### config.mk
export PLATFORM = sky130hd
export DESIGN_NAME = aes_sbox_scheduler
export DESIGN_NICKNAME = d
export VERILOG_FILES = /design/src/rtl/aes_sbox_scheduler.sv
export SDC_FILE = /design/constraint.sdc
export NUM_CORES = 2
export LEC_CHECK = 0
export BUFFER_PORTS_ARGS = -buffer_cell sky130_fd_sc_hd__buf_2
export CORE_MARGIN = 2
export CORE_UTILIZATION = 70
export CTS_BUF_LIST = sky130_fd_sc_hd__clkbuf_8 sky130_fd_sc_hd__clkbuf_16
export CTS_CLUSTER_DIAMETER = 80
export DETAILED_ROUTE_END_ITERATION = 12
export HOLD_SLACK_MARGIN = 0.12
export PLACE_DENSITY = 0.89
export SKIP_CTS_REPAIR_TIMING = 1
export SKIP_LAST_GASP = 1
export SLEW_MARGIN = 0
export SYNTH_ARGS = -nofsm -noshare
export SYNTH_HDL_FRONTEND = slang
export SYNTH_HIERARCHICAL = 1
export SYNTH_SLANG_ARGS = --single-unit
### constraint.sdc
create_clock -name clk -period 41.7 [get_ports clk]
set_clock_uncertainty 0.15 [all_clocks]
set_input_delay 6.255 -clock clk [delete_from_list [all_inputs] [get_ports clk]]
set_output_delay 6.255 -clock clk [all_outputs]
set_load 0.05 [all_outputs]
### src/rtl/aes_sbox_scheduler.sv
// Shares four S-box instances between the round datapath (SubBytes, 4 beats)
// and the key schedule (SubWord, 1 beat). Results are registered and
// announced with single-cycle valid pulses.
//
// state | meaning
// IDLE  | no job in flight; ready goes to the arbitration winner
// SUB   | SubBytes in progress, beat counter selects word 0..3
// KEY   | SubWord in progress, result loaded at end of this cycle

// Single combinational AES S-box: GF(2^8) inverse followed by the affine map.
module aes_sbox (
    input  logic [7:0] a,
    output logic [7:0] y
);
    function automatic logic [7:0] gmul(input logic [7:0] x, input logic [7:0] z);
        logic [7:0] p;
        logic [7:0] xx;
        p  = 8'h00;
        xx = x;
        for (int i = 0; i < 8; i++) begin
            if (z[i]) p = p ^ xx;
            xx = {xx[6:0], 1'b0} ^ (xx[7] ? 8'h1b : 8'h00);
        end
        return p;
    endfunction

    logic [7:0] inv;

    // Inverse as a^254 (a^0 maps to 0), then the affine transform.
    always_comb begin
        inv = a;
        for (int i = 0; i < 6; i++) inv = gmul(gmul(inv, inv), a);
        inv = gmul(inv, inv);
        y   = inv ^ {inv[6:0], inv[7]} ^ {inv[5:0], inv[7:6]}
                  ^ {inv[4:0], inv[7:5]} ^ {inv[3:0], inv[7:4]} ^ 8'h63;
    end
endmodule

module aes_sbox_scheduler #(
    parameter int ARB_MODE = 0
) (
    input  logic         clk,
    input  logic         rst,
    input  logic         st_valid,
    output logic         st_ready,
    input  logic [127:0] st_data,
    output logic         st_out_valid,
    output logic [127:0] st_out,
    input  logic         kw_valid,
    output logic         kw_ready,
    input  logic [31:0]  kw_data,
    output logic         kw_out_valid,
    output logic [31:0]  kw_out,
    output logic         busy
);
    typedef enum logic [1:0] {IDLE, SUB, KEY} state_t;

    state_t        state, state_n;
    logic [1:0]    beat, beat_n;
    logic          rr_key_last;
    logic          key_wins;
    logic [127:0]  st_cap;
    logic [31:0]   kw_cap;
    logic [95:0]   res_q;
    logic [31:0]   sb_in;
    logic [31:0]   sb_out;

    assign busy = (state != IDLE);

    // State register and beat counter.
    always_ff @(posedge clk) begin
        if (rst) begin
            state <= IDLE;
            beat  <= 2'd0;
        end else begin
            state <= state_n;
            beat  <= beat_n;
        end
    end

    // Arbitration, ready generation and next-state selection.
    always_comb begin
        state_n  = state;
        beat_n   = beat;
        st_ready = 1'b0;
        kw_ready = 1'b0;
        // Mode 1: whoever won the last contest yields; tracker starts key-favoured.
        key_wins = kw_valid && (!st_valid || (ARB_MODE == 0) || !rr_key_last);
        case (state)
            IDLE: begin
                if (!rst) begin
                    if (key_wins) begin
                        kw_ready = 1'b1;
                        state_n  = KEY;
                    end else if (st_valid) begin
                        st_ready = 1'b1;
                        state_n  = SUB;
                        beat_n   = 2'd0;
                    end
                end
            end
            SUB: begin
                beat_n = beat + 2'd1;
                if (beat == 2'd3) state_n = IDLE;
            end
            KEY:     state_n = IDLE;
            default: state_n = IDLE;
        endcase
    end

    // Select the word fed to the shared S-box bank.
    always_comb begin
        sb_in = kw_cap;
        if (state == SUB) begin
            case (beat)
                2'd0:    sb_in = st_cap[31:0];
                2'd1:    sb_in = st_cap[63:32];
                2'd2:    sb_in = st_cap[95:64];
                default: sb_in = st_cap[127:96];
            endcase
        end
    end

    for (genvar g = 0; g < 4; g++) begin : g_sbox
        aes_sbox u_sbox (
            .a (sb_in[8*g +: 8]),
            .y (sb_out[8*g +: 8])
        );
    end

    // Capture requests, collect beat results, publish completed jobs.
    always_ff @(posedge clk) begin
        if (rst) begin
            st_cap       <= '0;
            kw_cap       <= '0;
            res_q        <= '0;
            st_out       <= '0;
            kw_out       <= '0;
            st_out_valid <= 1'b0;
            kw_out_valid <= 1'b0;
            rr_key_last  <= 1'b0;
        end else begin
            st_out_valid <= 1'b0;
            kw_out_valid <= 1'b0;
            if (st_ready) st_cap <= st_data;
            if (kw_ready) kw_cap <= kw_data;
            if (state == IDLE && st_valid && kw_valid) rr_key_last <= kw_ready;
            case (state)
                SUB: begin
                    case (beat)
                        2'd0: res_q[31:0]  <= sb_out;
                        2'd1: res_q[63:32] <= sb_out;
                        2'd2: res_q[95:64] <= sb_out;
                        default: begin
                            // Full result appears at once; partial words stay internal.
                            st_out       <= {sb_out, res_q};
                            st_out_valid <= 1'b1;
                        end
                    endcase
                end
                KEY: begin
                    kw_out       <= sb_out;
                    kw_out_valid <= 1'b1;
                end
                default: ;
            endcase
        end
    end
endmodule

==> metrics <==
GRT busiest layer met2; worst slew pin tran 1.28 ns; CP Capture Type flip-flop; deepest clock path buffer count 3; syn_area_per_cell 7.89 µm²; Fill cells 7750; first-pass GRT wire length 360 mm; Seq/Total Area, Yosys 11.7%; Final Wtd Congestion 1.00; Clock Latency Late Sink 0.64 ns; max_slew headroom 14.1%; top cell type's share of synthesized area 14.1%; Post-synth ARST share 0%; Final Hold Vio Count 0; First DRT Iteration DRCs 10200; share of cells above drive strength 1 10.9%; max-slew violations 0; top cells by count, synth 1780 x nand2_1, 1164 x xnor2_1, 676 x nor2_1; synthesized flop and latch total 422; top-count cell post-synth nand2_1; 1st-pass router iterations 10; DR DRC count 0; Global Route met2 Usage 63.3%; YS warnings 6; PortBufs 328; hpwl dp 163 mm; clock-pin slew on the worst setup and hold paths 0.06 ns; Vias/cell 6.71; largest net degree at the start of global routing 159; Yosys top cell by area xnor2_1; antenna-violating nets left 0; met3 Track Usage GR 11.1%; Cells after Synth 9183; Tcrit/Tclk final 71.4%; M1 GR Usage 53.2%; # setup viols final 0; top_reg_cell synth dfxtp_1; crit path DAT 30.16 ns; CP peak stage delay 1.02 ns; CTS Root Cell clkbuf_16; Crit path top cell by count xnor2_1; H-tree level count 2; wire per inst 22.2 µm; boundary pin count 329; core area 103000 µm²; Hold WC Path Type flip-flop to flip-flop; max_cap viols 0; Die W 326 µm; critical-path maximum fanout 52; Nets 9206; CTS tree yes; initial antenna violation count 18; crit path kind flip-flop to flip-flop; Reg area 8450 µm²; total grt overflow 0; distinct cell type count after synthesis 97; row cnt 118; synthesized area 72500 µm²; starting density of the core 70.3%; Die ar. 106000 µm²; clk sinks 422; Routed WL 232 mm; vias post-DR 70000; vias in the first global route 65700; final setup TNS 0 ns; CP max stage cell xnor2_1; total track usage 41.3%; syn nets 9380; largest cells by area after synthesis xnor2_1 14%, dfxtp_1 12%, xnor3_1 12%; Multi-input gate area 60300 µm²; RSZ-0062 raised after global routing false; area grow syn2layout 4.26%; worst endpoint required time 42.09 ns; minimum clock period 29.76 ns; status complete, no violations; Fmax 33.6 MHz; CTS buffer count 45; number of synthesized flops with an enable pin 0; startpoint types flip-flop; Die Span Y 326 µm
## flip-flops by register name (all words and copies together), names as in the netlist
register and cells:
st_cap 128, st_out 128, res_q 96, kw_cap 32
kw_out 32, beat 2, state 2, kw_out_valid 1
st_out_valid 1
## layer usage
| metal | share of wire (%) | vias up |
|---|---|---|
| met2 | 43 | 4931 |
| met1 | 37 | 32700 |
| met5 | 0.066 | - |
| met3 | 14 | 1091 |
| met4 | 6.3 | 24 |
| li1 | - | 31300 |
## layout make-up
class                      instances  area share (%)
antenna                            5          0.0166
clock buffer                      55            1.67
clock inverter                    28           0.494
inverter                         179           0.896
multi-input combinational       7885            79.8
sequential                       422            11.2
tap                             1380            2.29
timing repair buffer             476            3.67
## cell families after synthesis
group,count (synthesis),share of synthesized area [%]
compound gates,1844,17.3
simple gates,3356,20.4
fa+ha+maj,33,0.570
flops,422,11.7
xor+xnor,2312,39.9
mux,340,4.77
buf+inv,876,5.36
## cell usage in the layout, fill, tap and decap left out, drive strengths merged, types with 55 or more instances in the layout
| cell type | instances |
|---|---|
| xor2 | 536 |
| nor3 | 164 |
| nor2 | 692 |
| xnor2 | 1272 |
| a21oi | 629 |
| o211ai | 100 |
| xor3 | 72 |
| or2 | 61 |
| and2 | 64 |
| nand3 | 164 |
| xnor3 | 432 |
| buf | 476 |
| nand2 | 1784 |
| a22oi | 88 |
| dfxtp | 422 |
| o21ai | 244 |
| nand2b | 88 |
| or3 | 61 |
| a21o | 56 |
| a211oi | 64 |
| nor2b | 55 |
| clkbuf | 55 |
| o22ai | 56 |
| a221oi | 92 |
| inv | 171 |
| mux2i | 300 |
## critical path: cells and delay by family (launching register included)
kind                       cells  cell delay, ns
adders and majority gates      6            2.40
xor gates and xnor gates      35           15.60
muxes                          2            0.56
DFF                            1            0.46
AOI/OAI and AO/OA             16            5.65
buffers and inverters          8            2.14
and+or+nand+nor               11            2.52
## worst paths after layout
kind	from	end	slack, ns	depth (start not counted)
worst min register to register	st_out[90]	st_out[90]	0.30	2
worst max-delay path	beat[0]	res_q[12]	11.94	78
worst max register to register	beat[0]	res_q[12]	11.94	78
worst min-delay path	st_out[90]	st_out[90]	0.30	2
## stage by stage
stage	utilization (%)	cells	instance area [µm²]	hold WS, ns	setup WS (ns)
global placement	71.7	10300	73900	0.287	13.64
detailed placement	71.7	10300	73900	0.294	12.94
CTS	73.3	10400	75500	0.300	12.75
floorplan	-	9183	72500	0.282	19.15
finish	73.3	10400	75500	0.303	11.94
global route	73.3	10400	75500	0.317	10.42
Power is left out: the tool's default activity adds up to more than one toggle a clock period on the data nets, which glitch-free logic cannot reach.
